===== config.mk =====
export PLATFORM = sky130hd
export DESIGN_NAME = axi4_frame_reader_flat
export DESIGN_NICKNAME = d
export VERILOG_FILES = /design/src/rtl/axi4_frame_reader_if.sv /design/src/rtl/axi4_frame_reader.sv /design/src/flat_wrapper.sv
export SDC_FILE = /design/constraint.sdc
export NUM_CORES = 1
export LEC_CHECK = 0
export BUFFER_PORTS_ARGS = -buffer_cell sky130_fd_sc_hd__buf_2
export CAP_MARGIN = 10
export CORE_MARGIN = 2
export CORE_UTILIZATION = 30
export CTS_CLUSTER_DIAMETER = 120
export DETAILED_ROUTE_END_ITERATION = 10
export SETUP_SLACK_MARGIN = 0.4
export SYNTH_ARGS = -nofsm -noshare
export SYNTH_HDL_FRONTEND = slang
export SYNTH_SLANG_ARGS = --single-unit

===== constraint.sdc =====
create_clock -name clk_100Mhz -period 2.5 [get_ports clk_100Mhz]
set_input_delay 0.5 -clock clk_100Mhz [delete_from_list [all_inputs] [get_ports clk_100Mhz]]
set_output_delay 0.5 -clock clk_100Mhz [all_outputs]
set_load 0.03 [all_outputs]

===== src/rtl/axi4_frame_reader_if.sv =====
// Bundles the AXI4 read channels of the frame reader together with its downstream
// stream port so that a single interface connects the reader to memory and FIFO.
interface axi4_frame_reader_if #(
    parameter int ADDR_W = 32,
    parameter int DATA_W = 64
);
    logic [ADDR_W-1:0] ARADDR;
    logic              ARVALID;
    logic              ARREADY;
    logic [7:0]        ARLEN;
    logic [2:0]        ARSIZE;
    logic [1:0]        ARBURST;
    logic [3:0]        ARCACHE;
    logic [2:0]        ARPROT;

    logic [DATA_W-1:0] RDATA;
    logic [1:0]        RRESP;
    logic              RLAST;
    logic              RVALID;
    logic              RREADY;

    logic [DATA_W-1:0] m_data;
    logic              m_valid;
    logic              m_ready;

    modport master (
        output ARADDR, ARVALID, ARLEN, ARSIZE, ARBURST, ARCACHE, ARPROT,
        output RREADY, m_data, m_valid,
        input  ARREADY, RDATA, RRESP, RLAST, RVALID, m_ready
    );

    modport slave (
        input  ARADDR, ARVALID, ARLEN, ARSIZE, ARBURST, ARCACHE, ARPROT,
        input  RREADY, m_data, m_valid,
        output ARREADY, RDATA, RRESP, RLAST, RVALID, m_ready
    );
endinterface


===== src/rtl/axi4_frame_reader.sv =====
// AXI4 read master that streams one stored frame out of DDR per frame-start edge,
// using fixed-length INCR bursts and forwarding each beat straight to the output FIFO.
module axi4_frame_reader #(
    parameter int                        AXI_ADDR_WIDTH   = 32,
    parameter int                        AXI_DATA_WIDTH   = 64,
    parameter logic [AXI_ADDR_WIDTH-1:0] FRAME_BASE_ADDR  = 32'h0100_0000,
    parameter int                        BURST_LEN        = 64,
    parameter int                        BURST_BYTES      = BURST_LEN * (AXI_DATA_WIDTH / 8),
    parameter int                        BURSTS_PER_FRAME = 300
) (
    input  logic                      clk_100Mhz,
    input  logic                      rst_n,
    input  logic                      i_frame_start,
    input  logic                      i_space_ok,
    axi4_frame_reader_if.master       bus,
    output logic                      o_frame_done,
    output logic                      o_rresp_err,
    output logic                      o_rlast_err,
    output logic [1:0]                state,
    output logic [AXI_ADDR_WIDTH-1:0] ADDR_OFFSET
);

    localparam int BEAT_W  = $clog2(BURST_LEN);
    localparam int BURST_W = $clog2(BURSTS_PER_FRAME + 1);

    localparam logic [BEAT_W-1:0]         LAST_BEAT   = BEAT_W'(BURST_LEN - 1);
    localparam logic [BURST_W-1:0]        LAST_BURST  = BURST_W'(BURSTS_PER_FRAME - 1);
    localparam logic [AXI_ADDR_WIDTH-1:0] OFFSET_STEP = AXI_ADDR_WIDTH'(BURST_BYTES);
    localparam logic [2:0]                AXSIZE      = 3'($clog2(AXI_DATA_WIDTH / 8));

    typedef enum logic [1:0] {
        IDLE       = 2'd0,
        WAIT_SPACE = 2'd1,
        ADDR_SEND  = 2'd2,
        DATA_RECV  = 2'd3
    } state_t;

    state_t                    state_q, state_d;
    logic                      start_d1_q, start_d1_d;
    logic                      arvalid_q, arvalid_d;
    logic [AXI_ADDR_WIDTH-1:0] araddr_q, araddr_d;
    logic [AXI_ADDR_WIDTH-1:0] offset_q, offset_d;
    logic [BEAT_W-1:0]         beat_q, beat_d;
    logic [BURST_W-1:0]        burst_q, burst_d;
    logic                      done_q, done_d;
    logic                      rresp_err_q, rresp_err_d;
    logic                      rlast_err_q, rlast_err_d;

    logic start_edge;
    logic ar_fire;
    logic r_fire;
    logic last_beat;
    logic last_burst;
    logic rready;
    logic mvalid;

    assign start_edge = i_frame_start & ~start_d1_q;
    assign ar_fire    = (state_q == ADDR_SEND) & arvalid_q & bus.ARREADY;
    assign r_fire     = (state_q == DATA_RECV) & bus.RVALID & bus.m_ready;
    assign last_beat  = (beat_q == LAST_BEAT);
    assign last_burst = (burst_q == LAST_BURST);

    always_ff @(posedge clk_100Mhz or negedge rst_n) begin
        if (!rst_n) begin
            state_q <= IDLE;
        end else begin
            state_q <= state_d;
        end
    end

    // Start edges are only honoured in IDLE, so a request arriving mid-frame is dropped.
    always_comb begin
        state_d = state_q;
        case (state_q)
            IDLE:       if (start_edge) state_d = WAIT_SPACE;
            WAIT_SPACE: if (i_space_ok) state_d = ADDR_SEND;
            ADDR_SEND:  if (ar_fire)    state_d = DATA_RECV;
            DATA_RECV: begin
                if (r_fire && last_beat) begin
                    state_d = last_burst ? IDLE : WAIT_SPACE;
                end
            end
            default:    state_d = IDLE;
        endcase
    end

    // The read data path is a pure wire; backpressure from the FIFO goes straight to RREADY.
    always_comb begin
        rready = 1'b0;
        mvalid = 1'b0;
        case (state_q)
            DATA_RECV: begin
                rready = bus.m_ready;
                mvalid = bus.RVALID;
            end
            default: begin
                rready = 1'b0;
                mvalid = 1'b0;
            end
        endcase
    end

    always_comb begin
        start_d1_d  = i_frame_start;
        arvalid_d   = (state_d == ADDR_SEND);
        araddr_d    = araddr_q;
        offset_d    = offset_q;
        beat_d      = beat_q;
        burst_d     = burst_q;
        done_d      = 1'b0;
        rresp_err_d = rresp_err_q;
        rlast_err_d = rlast_err_q;

        if ((state_q == IDLE) && start_edge) begin
            offset_d    = '0;
            burst_d     = '0;
            beat_d      = '0;
            rresp_err_d = 1'b0;
            rlast_err_d = 1'b0;
        end

        if ((state_q == WAIT_SPACE) && i_space_ok) begin
            araddr_d = FRAME_BASE_ADDR + offset_q;
        end

        // The burst length is fixed by the beat counter; RLAST is only checked, never obeyed.
        if (r_fire) begin
            if (bus.RRESP != 2'b00) rresp_err_d = 1'b1;
            if (bus.RLAST != last_beat) rlast_err_d = 1'b1;
            if (last_beat) begin
                beat_d   = '0;
                offset_d = offset_q + OFFSET_STEP;
                burst_d  = burst_q + BURST_W'(1);
                done_d   = last_burst;
            end else begin
                beat_d = beat_q + BEAT_W'(1);
            end
        end
    end

    always_ff @(posedge clk_100Mhz or negedge rst_n) begin
        if (!rst_n) begin
            start_d1_q  <= 1'b0;
            arvalid_q   <= 1'b0;
            araddr_q    <= FRAME_BASE_ADDR;
            offset_q    <= '0;
            beat_q      <= '0;
            burst_q     <= '0;
            done_q      <= 1'b0;
            rresp_err_q <= 1'b0;
            rlast_err_q <= 1'b0;
        end else begin
            start_d1_q  <= start_d1_d;
            arvalid_q   <= arvalid_d;
            araddr_q    <= araddr_d;
            offset_q    <= offset_d;
            beat_q      <= beat_d;
            burst_q     <= burst_d;
            done_q      <= done_d;
            rresp_err_q <= rresp_err_d;
            rlast_err_q <= rlast_err_d;
        end
    end

    assign bus.ARADDR  = araddr_q;
    assign bus.ARVALID = arvalid_q;
    assign bus.ARLEN   = 8'(BURST_LEN - 1);
    assign bus.ARSIZE  = AXSIZE;
    assign bus.ARBURST = 2'b01;
    assign bus.ARCACHE = 4'b1111;
    assign bus.ARPROT  = 3'b010;
    assign bus.RREADY  = rready;
    assign bus.m_valid = mvalid;
    assign bus.m_data  = bus.RDATA;

    assign o_frame_done = done_q;
    assign o_rresp_err  = rresp_err_q;
    assign o_rlast_err  = rlast_err_q;
    assign state        = state_q;
    assign ADDR_OFFSET  = offset_q;

endmodule


===== src/flat_wrapper.sv =====
// flat-port wrapper written by rule: the top's interface ports become plain ports
module axi4_frame_reader_flat 
#(
    parameter int                        AXI_ADDR_WIDTH   = 32,
    parameter int                        AXI_DATA_WIDTH   = 64,
    parameter logic [AXI_ADDR_WIDTH-1:0] FRAME_BASE_ADDR  = 32'h0100_0000,
    parameter int                        BURST_LEN        = 64,
    parameter int                        BURST_BYTES      = BURST_LEN * (AXI_DATA_WIDTH / 8),
    parameter int                        BURSTS_PER_FRAME = 300
)
  (clk_100Mhz, rst_n, i_frame_start, i_space_ok, o_frame_done, o_rresp_err, o_rlast_err, state, ADDR_OFFSET, bus_ARADDR, bus_ARVALID, bus_ARLEN, bus_ARSIZE, bus_ARBURST, bus_ARCACHE, bus_ARPROT, bus_RREADY, bus_m_data, bus_m_valid, bus_ARREADY, bus_RDATA, bus_RRESP, bus_RLAST, bus_RVALID, bus_m_ready);
  axi4_frame_reader_if #(.ADDR_W(32), .DATA_W(64)) bus_i ();
  input  logic clk_100Mhz;
  input  logic rst_n;
  input  logic i_frame_start;
  input  logic i_space_ok;
  output logic o_frame_done;
  output logic o_rresp_err;
  output logic o_rlast_err;
  output logic [1:0] state;
  output logic [AXI_ADDR_WIDTH-1:0] ADDR_OFFSET;
  output wire logic [$bits(bus_i.ARADDR)-1:0] bus_ARADDR;
  output wire logic [$bits(bus_i.ARVALID)-1:0] bus_ARVALID;
  output wire logic [$bits(bus_i.ARLEN)-1:0] bus_ARLEN;
  output wire logic [$bits(bus_i.ARSIZE)-1:0] bus_ARSIZE;
  output wire logic [$bits(bus_i.ARBURST)-1:0] bus_ARBURST;
  output wire logic [$bits(bus_i.ARCACHE)-1:0] bus_ARCACHE;
  output wire logic [$bits(bus_i.ARPROT)-1:0] bus_ARPROT;
  output wire logic [$bits(bus_i.RREADY)-1:0] bus_RREADY;
  output wire logic [$bits(bus_i.m_data)-1:0] bus_m_data;
  output wire logic [$bits(bus_i.m_valid)-1:0] bus_m_valid;
  input wire logic [$bits(bus_i.ARREADY)-1:0] bus_ARREADY;
  input wire logic [$bits(bus_i.RDATA)-1:0] bus_RDATA;
  input wire logic [$bits(bus_i.RRESP)-1:0] bus_RRESP;
  input wire logic [$bits(bus_i.RLAST)-1:0] bus_RLAST;
  input wire logic [$bits(bus_i.RVALID)-1:0] bus_RVALID;
  input wire logic [$bits(bus_i.m_ready)-1:0] bus_m_ready;
  assign bus_ARADDR = bus_i.ARADDR;
  assign bus_ARVALID = bus_i.ARVALID;
  assign bus_ARLEN = bus_i.ARLEN;
  assign bus_ARSIZE = bus_i.ARSIZE;
  assign bus_ARBURST = bus_i.ARBURST;
  assign bus_ARCACHE = bus_i.ARCACHE;
  assign bus_ARPROT = bus_i.ARPROT;
  assign bus_RREADY = bus_i.RREADY;
  assign bus_m_data = bus_i.m_data;
  assign bus_m_valid = bus_i.m_valid;
  assign bus_i.ARREADY = bus_ARREADY;
  assign bus_i.RDATA = bus_RDATA;
  assign bus_i.RRESP = bus_RRESP;
  assign bus_i.RLAST = bus_RLAST;
  assign bus_i.RVALID = bus_RVALID;
  assign bus_i.m_ready = bus_m_ready;
  axi4_frame_reader #(.AXI_ADDR_WIDTH(AXI_ADDR_WIDTH), .AXI_DATA_WIDTH(AXI_DATA_WIDTH), .FRAME_BASE_ADDR(FRAME_BASE_ADDR), .BURST_LEN(BURST_LEN), .BURST_BYTES(BURST_BYTES), .BURSTS_PER_FRAME(BURSTS_PER_FRAME)) u_core (.clk_100Mhz(clk_100Mhz), .rst_n(rst_n), .i_frame_start(i_frame_start), .i_space_ok(i_space_ok), .bus(bus_i), .o_frame_done(o_frame_done), .o_rresp_err(o_rresp_err), .o_rlast_err(o_rlast_err), .state(state), .ADDR_OFFSET(ADDR_OFFSET));
endmodule

==> results.tsv <==
metric	value	unit
port_buffers	81	
worst-r2r-setup-slack	540	ps
ys_types	44	
finalSetupViolCount	0	
clkTransAtPathRegs	60	ps
synth.avg_cell_area	10.2	um2
synthFlopType	dfrtp_1	
power_density	578	nW/um2
clockRootBuffer	clkbuf_16	
outcome	finished clean	
fin_hold_ws	63.4	ps
cp.buffers_inverters	0	
start_util	30.9	%
synth_area_leaders	dfrtp_1, buf_4, mux2_2	
place_ws	456	ps
grt_pass1_wl	16.7	mm
grt_antenna_before_repair	0	
synth.top_cell.area_share	47.2	%
tritoncts	built	
grt_pass1_vias	3113	
wl_per_cell	15.7	um
cp-start-kind	flip-flop	
clk_latency	340	ps
vdd_drop_max	399	uV
drive_gt1_share	30.7	%
drt.antenna.violating_nets	0	
dpl-instance-area	4630	um2
setup_ws	543	ps
cts_buffers	9	
cts_setup_buffers	0	
final_hold_viol_count	0	
critical_path_required	2730	ps
critPathTopFamily	simple AND/OR/NAND/NOR gates	
dp_hpwl	7.47	mm
fmax	511	MHz
fin_tns_setup	0	ps
dieArea	16000	um2
synth_edf_count	0	
num_vias	3183	
worstPathCellList	ha_1, nand3_1, or4_1, o21a_1, o22a_1	
yosysWarnings	0	
arrival	2190	ps
viasPerCell	4.87	
placedCellCount	637	
gp_congestion	0.808	
drtPass1Iterations	4	
relSlewSlack	61.1	%
num_rows	44	
maxCapViolations	0	
grt_setup_unrepaired	yes	
final_cells	653	
htree_levels	3	
fin_nets	542	
synth_top_area_cell	dfrtp_1	
gr-total-overflow	0	
die_w	127	um
finalCriticalPeriod	1960	ps
leakage	2.47	nW
slowest_delay	550	ps
grt_start_max_net_pins	64	
wl	10.2	mm
path_class	flip-flop to flip-flop	
netlist_area	4510	um2
cts_max_path_buffers	2	
min_period_over_period	78.3	%
drv_slew	0	
grt_use_total	13.2	%
cp_slowest_cell	or4_1	
critPathMaxFanout	7	
synthCells	444	
skew	5.21	ps
area_growth	9.18	%
finalInstanceArea	4920	um2
yosysSeqAreaShare	47.7	%
hold_path_class	primary input to async pin	
diodes	0	
end_kind	flip-flop	
core	14600	um2
die_h	127	um
io_pins	230	
drc	0	
numClockSinks	86	
synth-seq-cells	86	
tightest_slew	578	ps
synthArstFlopShare	100	%
drt-initial-drc-count	105	
path summary, 6_finish.rpt:
check	from	to	depth (start not counted)
setup reg to reg	u_core.ADDR_OFFSET[24]$_DFF_PN0_	u_core.ADDR_OFFSET[30]$_DFF_PN0_	5
min in group clk_100Mhz	i_frame_start	u_core.start_d1_q$_DFF_PN0_	1
hold reg to reg	u_core.burst_q[8]$_DFF_PN0_	u_core.burst_q[8]$_DFF_PN0_	1
max in group asynchronous	rst_n	u_core.bus.ARADDR[24]$_DFFE_PN1P_	2
setup / recovery	u_core.ADDR_OFFSET[24]$_DFF_PN0_	u_core.ADDR_OFFSET[30]$_DFF_PN0_	5
hold / removal	rst_n	u_core.bus.ARADDR[13]$_DFFE_PN0P_	1
cell usage after synthesis, drive strengths merged (4+ instances only):
cell and n:
xor2 7, nand3 14, o21ai 23, ha 4
and4 4, nand4 14, and3 7, nor2 18
mux2i 11, xnor2 6, or4 4, nor3 6
and2 12, clkbuf 9, a21oi 8, buf 92
inv 6, dfrtp 85, mux2 23, nand2 50
nor4 8
registers in the layout (all words and copies together), names as in the netlist:
signal,count
u_core.burst_q,9
u_core.bus.ARADDR,32
u_core.o_rresp_err,1
u_core.state,2
u_core.o_frame_done,1
u_core.beat_q,6
u_core.start_d1_q,1
u_core.o_rlast_err,1
u_core.bus.ARVALID,1
u_core.ADDR_OFFSET,32
placed cells by master (no fill, tap or decap), drive strengths merged, types with 2 or more instances in the layout:
| master | count |
|---|---|
| o311ai | 2 |
| xnor2 | 6 |
| a21o | 2 |
| o31ai | 3 |
| nor3 | 6 |
| and4 | 4 |
| o211ai | 3 |
| nand3 | 14 |
| buf | 92 |
| or4 | 4 |
| nand4 | 14 |
| dfrtp | 85 |
| mux2 | 23 |
| clkbuf | 11 |
| clkinv | 3 |
| xor2 | 7 |
| a21oi | 8 |
| a31oi | 3 |
| and2 | 12 |
| nor2 | 18 |
| mux2i | 11 |
| inv | 6 |
| o21ai | 23 |
| and3 | 7 |
| nand2 | 50 |
| ha | 4 |
| conb | 20 |
| o41ai | 2 |
| a31o | 3 |
| nor4 | 8 |
| o21a | 3 |
| clkinvlp | 2 |
report_power, final:
part | switching (mW) | leakage [nW] | internal [mW]
sequential | 0.0210 | 1.17 | 1.41
combinational | 0.107 | 1.16 | 0.0327
clock | 0.550 | 0.138 | 0.725
total | 0.677 | 2.47 | 2.17
cell families after synthesis:
kind of cell               synth area share, %
and+or+nand+nor                           16.3
AOI/OAI and AO/OA                         7.82
xor gates and xnor gates                  2.52
adders and majority gates                 1.11
buffers and inverters                     16.1
other                                    0.166
DFF                                       47.7
muxes                                     8.18
metrics by stage:
| step | power [mW] | utilization (%) |
|---|---|---|
| CTS | 2.89 | 33.7 |
| finish | 2.85 | 33.8 |
| floorplan | 1.75 | - |
| global route | 2.98 | 33.8 |
| global placement | 1.59 | 31.7 |
| detailed placement | 1.60 | 31.7 |
worst reg2reg max path, delay by kind of cell, from the launching register on:
family          cells  cell delay (ps)
flops               1              470
simple gates        2              780
fa+ha+maj           1              270
compound gates      2              330
area by class of cell:
class	count	area (um2)
repair buffers	92	515
fillers	1502	9660
inverters	6	22.5
clock inverters	5	33.8
clock buffers	11	253
well taps	184	230
flip-flops and latches	86	2150
multi-input cells	269	1720
routing by layer:
| layer | vias to the layer above | part of all wire, % | global-route usage (%) |
|---|---|---|---|
| met1 | 1571 | 45 | 17.2 |
| met4 | 0 | 1.6 | 4.65 |
| li1 | 1478 | - | - |
| met5 | - | 0 | 0 |
| met3 | 21 | 6.7 | 4.56 |
| met2 | 113 | 47 | 20.5 |
repair_timing:
action | 4_1_cts | 5_1_grt
setup endpoints to repair | 0 | 9
gates resized for setup | 0 | 3
hold buffers | 0 | 0
(Power assumes the default switching activity.)
